File: src/rtl/memory_responder_pkg.sv
// Shared definitions for the CPU memory responder: sequencer state encoding
// and the default geometry of the program/data memory.
package memory_responder_pkg;

  // Default word-address width (depth = 2**DEF_ADDR_WIDTH) and word width
  localparam int DEF_ADDR_WIDTH = 6;
  localparam int DEF_DATA_WIDTH = 16;

  // Sequencer states: INIT runs the zeroing sweep, RUN serves the CPU
  typedef enum logic [0:0] {
    ST_INIT = 1'b0,
    ST_RUN  = 1'b1
  } state_e;

endpackage : memory_responder_pkg

File: src/rtl/memory_responder_if.sv
// CPU memory bus plus the secondary loader write port, bundled so the CPU /
// loader side (master) and the responder (slave) share one definition.
interface memory_responder_if
  import memory_responder_pkg::*;
#(
  parameter int ADDR_WIDTH = DEF_ADDR_WIDTH,
  parameter int DATA_WIDTH = DEF_DATA_WIDTH
) ();

  // CPU side
  logic                  mem_we;
  logic [ADDR_WIDTH-1:0] mem_addr;
  logic [DATA_WIDTH-1:0] mem_data;
  logic [DATA_WIDTH-1:0] mem_in;

  // Loader side
  logic                  ld_valid;
  logic [ADDR_WIDTH-1:0] ld_addr;
  logic [DATA_WIDTH-1:0] ld_data;
  logic                  ld_ready;

  // Status
  logic                  busy;

  modport master (
    output mem_we, mem_addr, mem_data, ld_valid, ld_addr, ld_data,
    input  mem_in, ld_ready, busy
  );

  modport slave (
    input  mem_we, mem_addr, mem_data, ld_valid, ld_addr, ld_data,
    output mem_in, ld_ready, busy
  );

endinterface : memory_responder_if

File: src/rtl/memory_responder_ram_array.sv
// Single-write-port memory array with a registered, read-first read port.
// When the read enable is low the read register loads zero, so nothing in
// the array can reach the output while reads are disabled.
module memory_responder_ram_array #(
  parameter int ADDR_WIDTH = 6,
  parameter int DATA_WIDTH = 16
) (
  input  logic                  clk,
  input  logic                  rst_n,
  input  logic                  we,
  input  logic [ADDR_WIDTH-1:0] waddr,
  input  logic [DATA_WIDTH-1:0] wdata,
  input  logic                  re,
  input  logic [ADDR_WIDTH-1:0] raddr,
  output logic [DATA_WIDTH-1:0] rdata
);

  localparam int DEPTH = 1 << ADDR_WIDTH;

  logic [DATA_WIDTH-1:0] mem_r [DEPTH];

  // Storage write port; contents are not reset (cleared by the sweep instead)
  always_ff @(posedge clk) begin
    if (we) begin
      mem_r[waddr] <= wdata;
    end
  end

  // Read register: samples the pre-write value of the addressed word
  always_ff @(posedge clk or negedge rst_n) begin
    if (!rst_n) begin
      rdata <= '0;
    end else if (re) begin
      rdata <= mem_r[raddr];
    end else begin
      rdata <= '0;
    end
  end

endmodule : memory_responder_ram_array

File: src/rtl/memory_responder.sv
// Responder for the CPU memory interface. After reset it zeroes every word
// (busy high), then serves CPU reads/writes with one-cycle read latency and
// accepts loader writes whenever the CPU is not writing.
module memory_responder
  import memory_responder_pkg::*;
#(
  parameter int ADDR_WIDTH = DEF_ADDR_WIDTH,
  parameter int DATA_WIDTH = DEF_DATA_WIDTH
) (
  input logic                clk,
  input logic                rst_n,
  memory_responder_if.slave  bus
);

  localparam logic [ADDR_WIDTH-1:0] LAST_ADDR = {ADDR_WIDTH{1'b1}};
  localparam logic [ADDR_WIDTH-1:0] ONE_ADDR  = {{(ADDR_WIDTH-1){1'b0}}, 1'b1};

  state_e                state_r;
  logic [ADDR_WIDTH-1:0] cnt_r;
  logic                  busy_r;

  logic                  ram_we_s;
  logic [ADDR_WIDTH-1:0] ram_waddr_s;
  logic [DATA_WIDTH-1:0] ram_wdata_s;
  logic                  ram_re_s;
  logic [DATA_WIDTH-1:0] ram_rdata_s;
  logic                  ld_ready_s;

  // Sequencer: zeroing sweep over every address, then RUN until next reset
  always_ff @(posedge clk or negedge rst_n) begin
    if (!rst_n) begin
      state_r <= ST_INIT;
      cnt_r   <= '0;
      busy_r  <= 1'b1;
    end else begin
      case (state_r)
        ST_INIT: begin
          if (cnt_r == LAST_ADDR) begin
            state_r <= ST_RUN;
            cnt_r   <= '0;
            busy_r  <= 1'b0;
          end else begin
            state_r <= ST_INIT;
            cnt_r   <= cnt_r + ONE_ADDR;
            busy_r  <= 1'b1;
          end
        end
        ST_RUN: begin
          state_r <= ST_RUN;
          cnt_r   <= cnt_r;
          busy_r  <= 1'b0;
        end
        default: begin
          state_r <= ST_INIT;
          cnt_r   <= '0;
          busy_r  <= 1'b1;
        end
      endcase
    end
  end

  // Loader may write only in RUN and only when the CPU is not writing
  always_comb begin
    ld_ready_s = 1'b0;
    if ((state_r == ST_RUN) && !bus.mem_we) begin
      ld_ready_s = 1'b1;
    end else begin
      ld_ready_s = 1'b0;
    end
  end

  // Write-port arbitration: sweep in INIT, otherwise CPU over loader
  always_comb begin
    ram_we_s    = 1'b0;
    ram_waddr_s = '0;
    ram_wdata_s = '0;
    if (state_r == ST_INIT) begin
      ram_we_s    = 1'b1;
      ram_waddr_s = cnt_r;
      ram_wdata_s = '0;
    end else if (bus.mem_we) begin
      ram_we_s    = 1'b1;
      ram_waddr_s = bus.mem_addr;
      ram_wdata_s = bus.mem_data;
    end else if (bus.ld_valid && ld_ready_s) begin
      ram_we_s    = 1'b1;
      ram_waddr_s = bus.ld_addr;
      ram_wdata_s = bus.ld_data;
    end else begin
      ram_we_s    = 1'b0;
      ram_waddr_s = '0;
      ram_wdata_s = '0;
    end
  end

  // Reads are enabled only in RUN, so mem_in stays zero through the sweep
  // and in the first RUN cycle (whose read was sampled during INIT)
  always_comb begin
    ram_re_s = 1'b0;
    if (state_r == ST_RUN) begin
      ram_re_s = 1'b1;
    end else begin
      ram_re_s = 1'b0;
    end
  end

  memory_responder_ram_array #(
    .ADDR_WIDTH (ADDR_WIDTH),
    .DATA_WIDTH (DATA_WIDTH)
  ) u_ram (
    .clk   (clk),
    .rst_n (rst_n),
    .we    (ram_we_s),
    .waddr (ram_waddr_s),
    .wdata (ram_wdata_s),
    .re    (ram_re_s),
    .raddr (bus.mem_addr),
    .rdata (ram_rdata_s)
  );

  assign bus.mem_in   = ram_rdata_s;
  assign bus.ld_ready = ld_ready_s;
  assign bus.busy     = busy_r;

endmodule : memory_responder

File: src/flat_wrapper.sv
// flat-port wrapper written by rule: the top's interface ports become plain ports
module memory_responder_flat import memory_responder_pkg::*;
#(
  parameter int ADDR_WIDTH = DEF_ADDR_WIDTH,
  parameter int DATA_WIDTH = DEF_DATA_WIDTH
)
  (clk, rst_n, bus_mem_we, bus_mem_addr, bus_mem_data, bus_ld_valid, bus_ld_addr, bus_ld_data, bus_mem_in, bus_ld_ready, bus_busy);
  memory_responder_if #(.ADDR_WIDTH(ADDR_WIDTH), .DATA_WIDTH(DATA_WIDTH)) bus_i ();
  input logic clk;
  input logic rst_n;
  input wire logic [$bits(bus_i.mem_we)-1:0] bus_mem_we;
  input wire logic [$bits(bus_i.mem_addr)-1:0] bus_mem_addr;
  input wire logic [$bits(bus_i.mem_data)-1:0] bus_mem_data;
  input wire logic [$bits(bus_i.ld_valid)-1:0] bus_ld_valid;
  input wire logic [$bits(bus_i.ld_addr)-1:0] bus_ld_addr;
  input wire logic [$bits(bus_i.ld_data)-1:0] bus_ld_data;
  output wire logic [$bits(bus_i.mem_in)-1:0] bus_mem_in;
  output wire logic [$bits(bus_i.ld_ready)-1:0] bus_ld_ready;
  output wire logic [$bits(bus_i.busy)-1:0] bus_busy;
  assign bus_i.mem_we = bus_mem_we;
  assign bus_i.mem_addr = bus_mem_addr;
  assign bus_i.mem_data = bus_mem_data;
  assign bus_i.ld_valid = bus_ld_valid;
  assign bus_i.ld_addr = bus_ld_addr;
  assign bus_i.ld_data = bus_ld_data;
  assign bus_mem_in = bus_i.mem_in;
  assign bus_ld_ready = bus_i.ld_ready;
  assign bus_busy = bus_i.busy;
  memory_responder #(.ADDR_WIDTH(ADDR_WIDTH), .DATA_WIDTH(DATA_WIDTH)) u_core (.clk(clk), .rst_n(rst_n), .bus(bus_i));
endmodule
File: config.mk
export PLATFORM = sky130hd
export DESIGN_NAME = memory_responder_flat
export DESIGN_NICKNAME = d
export VERILOG_FILES = /design/src/rtl/memory_responder_pkg.sv /design/src/rtl/memory_responder_if.sv /design/src/rtl/memory_responder_ram_array.sv /design/src/rtl/memory_responder.sv /design/src/flat_wrapper.sv
export SDC_FILE = /design/constraint.sdc
export NUM_CORES = 1
export LEC_CHECK = 0
export ABC_CLOCK_PERIOD_IN_PS = 3500
export BUFFER_PORTS_ARGS = -buffer_cell sky130_fd_sc_hd__buf_2
export CORE_MARGIN = 1
export CORE_UTILIZATION = 25
export CTS_BUF_LIST = sky130_fd_sc_hd__clkbuf_4
export CTS_CLUSTER_DIAMETER = 50
export CTS_CLUSTER_SIZE = 40
export DETAILED_ROUTE_END_ITERATION = 12
export SYNTH_ARGS = -nofsm -noshare
export SYNTH_HDL_FRONTEND = slang
export SYNTH_SLANG_ARGS = --single-unit
File: constraint.sdc
create_clock -name clk -period 3.5 [get_ports clk]
set_clock_uncertainty 0.1 [all_clocks]
set_input_delay 0.7 -clock clk [delete_from_list [all_inputs] [get_ports clk]]
set_output_delay 0.7 -clock clk [all_outputs]
set_load 0.01 [all_outputs]
==> results.toml <==
[clock_tree]
clk_pin_slew_ns = 0.18
cts_tree = "done"
post_cts_resized = 0
clock_sinks = 1048
cts_buffers = 103
cts_buffer_depth = 3
cts_max_level = 3
cts-hold-fix-buffers = 1
clk_latency_ns = 1.01
cts_root_buffer = "clkbuf_4"
cts_setup_buffers = 0

[place]
portBuffers = 65
gp_congestion = 0.8515
dpl.cell_count = 4161
place_hpwl_mm = 63.63

[pwr]
power.density_nw_per_um2 = 460.6
finalPower_mw = 21.82
ir_drop_mv = 0.2856
p_leak_nw = 12.09

[detailed_routing]
drc = 0
highest_layer = "met5"
wirelength_mm = 102.0
via_per_inst = 4.549
wl_met2_mm = 48.64
met1_length_mm = 44.71
wl_per_cell_um = 23.37
ant_nets = 0
drt_iter0_drc = 1999
drt-pass1-iter-count = 5
wl_met3_mm = 6.517
num_vias = 19855

[timing]
tightest_slew_ns = 0.8724
hold_viol_final = 0
period_share_pct = 90.17
relSlewSlack_pct = 41.30
setup_tns_ns = 0
max_clock_freq_mhz = 316.9
rsz0062_at_grt = "false"
final_max_slew_viol_count = 0
period_minus_slack_ns = 3.156
setup_viol = 0

[worst_setup_path]
crit_required_ns = 2.70
path_max_fanout = 21
path_buf_inv = 2
slowest_stage = "dfrtp_1"
critPathTopFamily = "flip-flops"
crit_path_cell_trace = "buf_4 -> nor2b_1 -> buf_2"
startpoint_type = "flop"
arrival_ns = 2.36
crit_type = "flop to primary output"
max_stage_delay_ns = 0.69
critPathCaptureType = "primary output"

[flow_run]
cap_violations = 0

[synth]
synth-compound-area-share_pct = 2.529
syn_inst = 1835
synthArstFlopShare_pct = 2.290
synthDistinctLibCells = 47
synth_area_um2 = 40430
synth.avg_cell_area_um2 = 22.03
synth_edf_count = 1024
postSynthNetCount = 1884
synth_top_family_by_area = "multiplexers"
synth-simple-area-share_pct = 2.522
ys_seq_area_share_pct = 77.55
synth-warning-count = 0
synth-xor-area-share_pct = 0.04333
ys.flop_type = "edfxtp_1"
synth-seq-cells = 1048
synthMuxAreaShare_pct = 15.80
synthAdderAreaFrac_pct = 0.03095

[status]
run_status = "finished, final reports clean"

[die]
die_y_um = 404.1
fp.coreArea_um2 = 160600
fp.dieW_um = 404.1
die-area_um2 = 163300
row_count = 147
ios = 66
initial_utilization_pct = 25.18

[layout]
mostFrequentLayoutCells = "edfxtp_1 (1024), mux4_2 (251), buf_4 (132), clkbuf_4 (110), buf_12 (68)"
syn2layout_area_growth_pct = 17.19
finalNonFillerCells = 4365
fin_nets = 2156
drive_gt1_share_pct = 34.12
mostFrequentLayoutCell = "edfxtp_1"
nFillCells = 15501

[grt]
antenna_found_initial = 5
grt_pass1_wl_mm = 145.8
grt_pass1_vias = 20017
grtUsageTotal_pct = 12.37
grt_overflow_total = 0
grt_max_degree = 65

[worst_hold_path]
hp-class = "primary input to flop"
## power breakdown
| group | total [mW] | internal [mW] | switching (mW) |
|---|---|---|---|
| registers | 13.5 | 13.5 | 0 |
| clock network | 7.66 | 3.01 | 4.66 |
| logic | 0.616 | 0.261 | 0.355 |
| total | 21.8 | 16.8 | 5.01 |
## worst register-to-register path: cells and delay by family (launching register included)
family	cells	cell delay [ns]
AO/OA/AOI/OAI	1	0.47
buffers and inverters	1	0.32
flip-flops	1	0.69
AND/OR/NAND/NOR	4	0.98
## area by class of cell
class	instances	area (µm²)	area share (%)
Tap cell	2160	2703	5.704
Timing Repair Buffer	266	2715	5.731
Clock buffer	110	825.8	1.743
Sequential cell	1048	31350	66.17
Antenna cell	7	17.52	0.03697
Inverter	1	3.754	0.007923
Clock inverter	86	1140	2.406
Multi-Input combinational cell	687	8621	18.20
## cells in the mapped netlist (all sizes together), types with 12 or more instances
cell type,number,area (µm²)
edfxtp,1024,30750
mux4,252,5679
nor2,78,292.8
mux2i,65,650.6
buf,59,464.2
o22ai,50,312.8
nand2,43,161.4
clkbuf,40,150.1
nor2b,34,212.7
dfrtp,23,575.6
a22oi,22,165.2
nand3,19,95.09
a211oi,17,127.6
o21ai,17,85.08
a22o,14,122.6
or3,12,75.07
## final timing paths
kind | start | to | slack [ns] | cells past startpoint
setup / recovery | u_core.state_r$_DFF_PN0_ | bus_ld_ready | 0.34 | 3
hold / removal | bus_mem_addr[3] | u_core.u_ram.rdata[9]$_DFF_PN0_ | 0.08 | 3
setup reg to reg | u_core.state_r$_DFF_PN0_ | u_core.u_ram.mem_r[44][11]$_DFFE_PP_ | 0.55 | 6
hold reg to reg | u_core.cnt_r[4]$_DFFE_PN0N_ | u_core.cnt_r[4]$_DFFE_PN0N_ | 0.44 | 1
max in group asynchronous | rst_n | u_core.u_ram.rdata[4]$_DFF_PN0_ | 2.48 | 2
min in group asynchronous | rst_n | u_core.u_ram.rdata[15]$_DFF_PN0_ | 0.19 | 2
## metrics by stage
| stage | hold WS [ns] | setup WS [ns] | util [%] | area [µm²] |
|---|---|---|---|---|
| floorplan | 0.3044 | 0.3773 | - | 40470 |
| global placement | 0.4206 | 0.1715 | 28.26 | 45380 |
| detailed placement | 0.4146 | 0.2083 | 28.26 | 45380 |
| CTS | 0.001704 | 0.2806 | 29.49 | 47360 |
| global route | 0.02725 | 0.1115 | 29.50 | 47370 |
| finish | 0.08270 | 0.3442 | 29.51 | 47380 |
## flip-flops by register name, indices dropped and copies added (netlist names)
signal	cells
u_core.u_ram.rdata	16
u_core.bus.busy	1
u_core.state_r	1
u_core.u_ram.mem_r	1024
u_core.cnt_r	6
## metal layers
layer	GRT usage, %	vias to the layer above
met5	0	-
met1	17.46	10670
met4	3.050	2
met2	19.97	725
met3	1.826	122
li1	-	8336
## logic make-up (layout without fill, tap and decap cells)
kind of cell / count (synthesis) / after routing
buffers and inverters: 100 / 463
muxes: 322 / 322
adders and majority gates: 1 / 1
DFF: 1048 / 1048
and+or+nand+nor: 213 / 213
AOI/OAI and AO/OA: 149 / 149
xor gates and xnor gates: 2 / 2
other: 0 / 7
(Power assumes the default switching activity.)
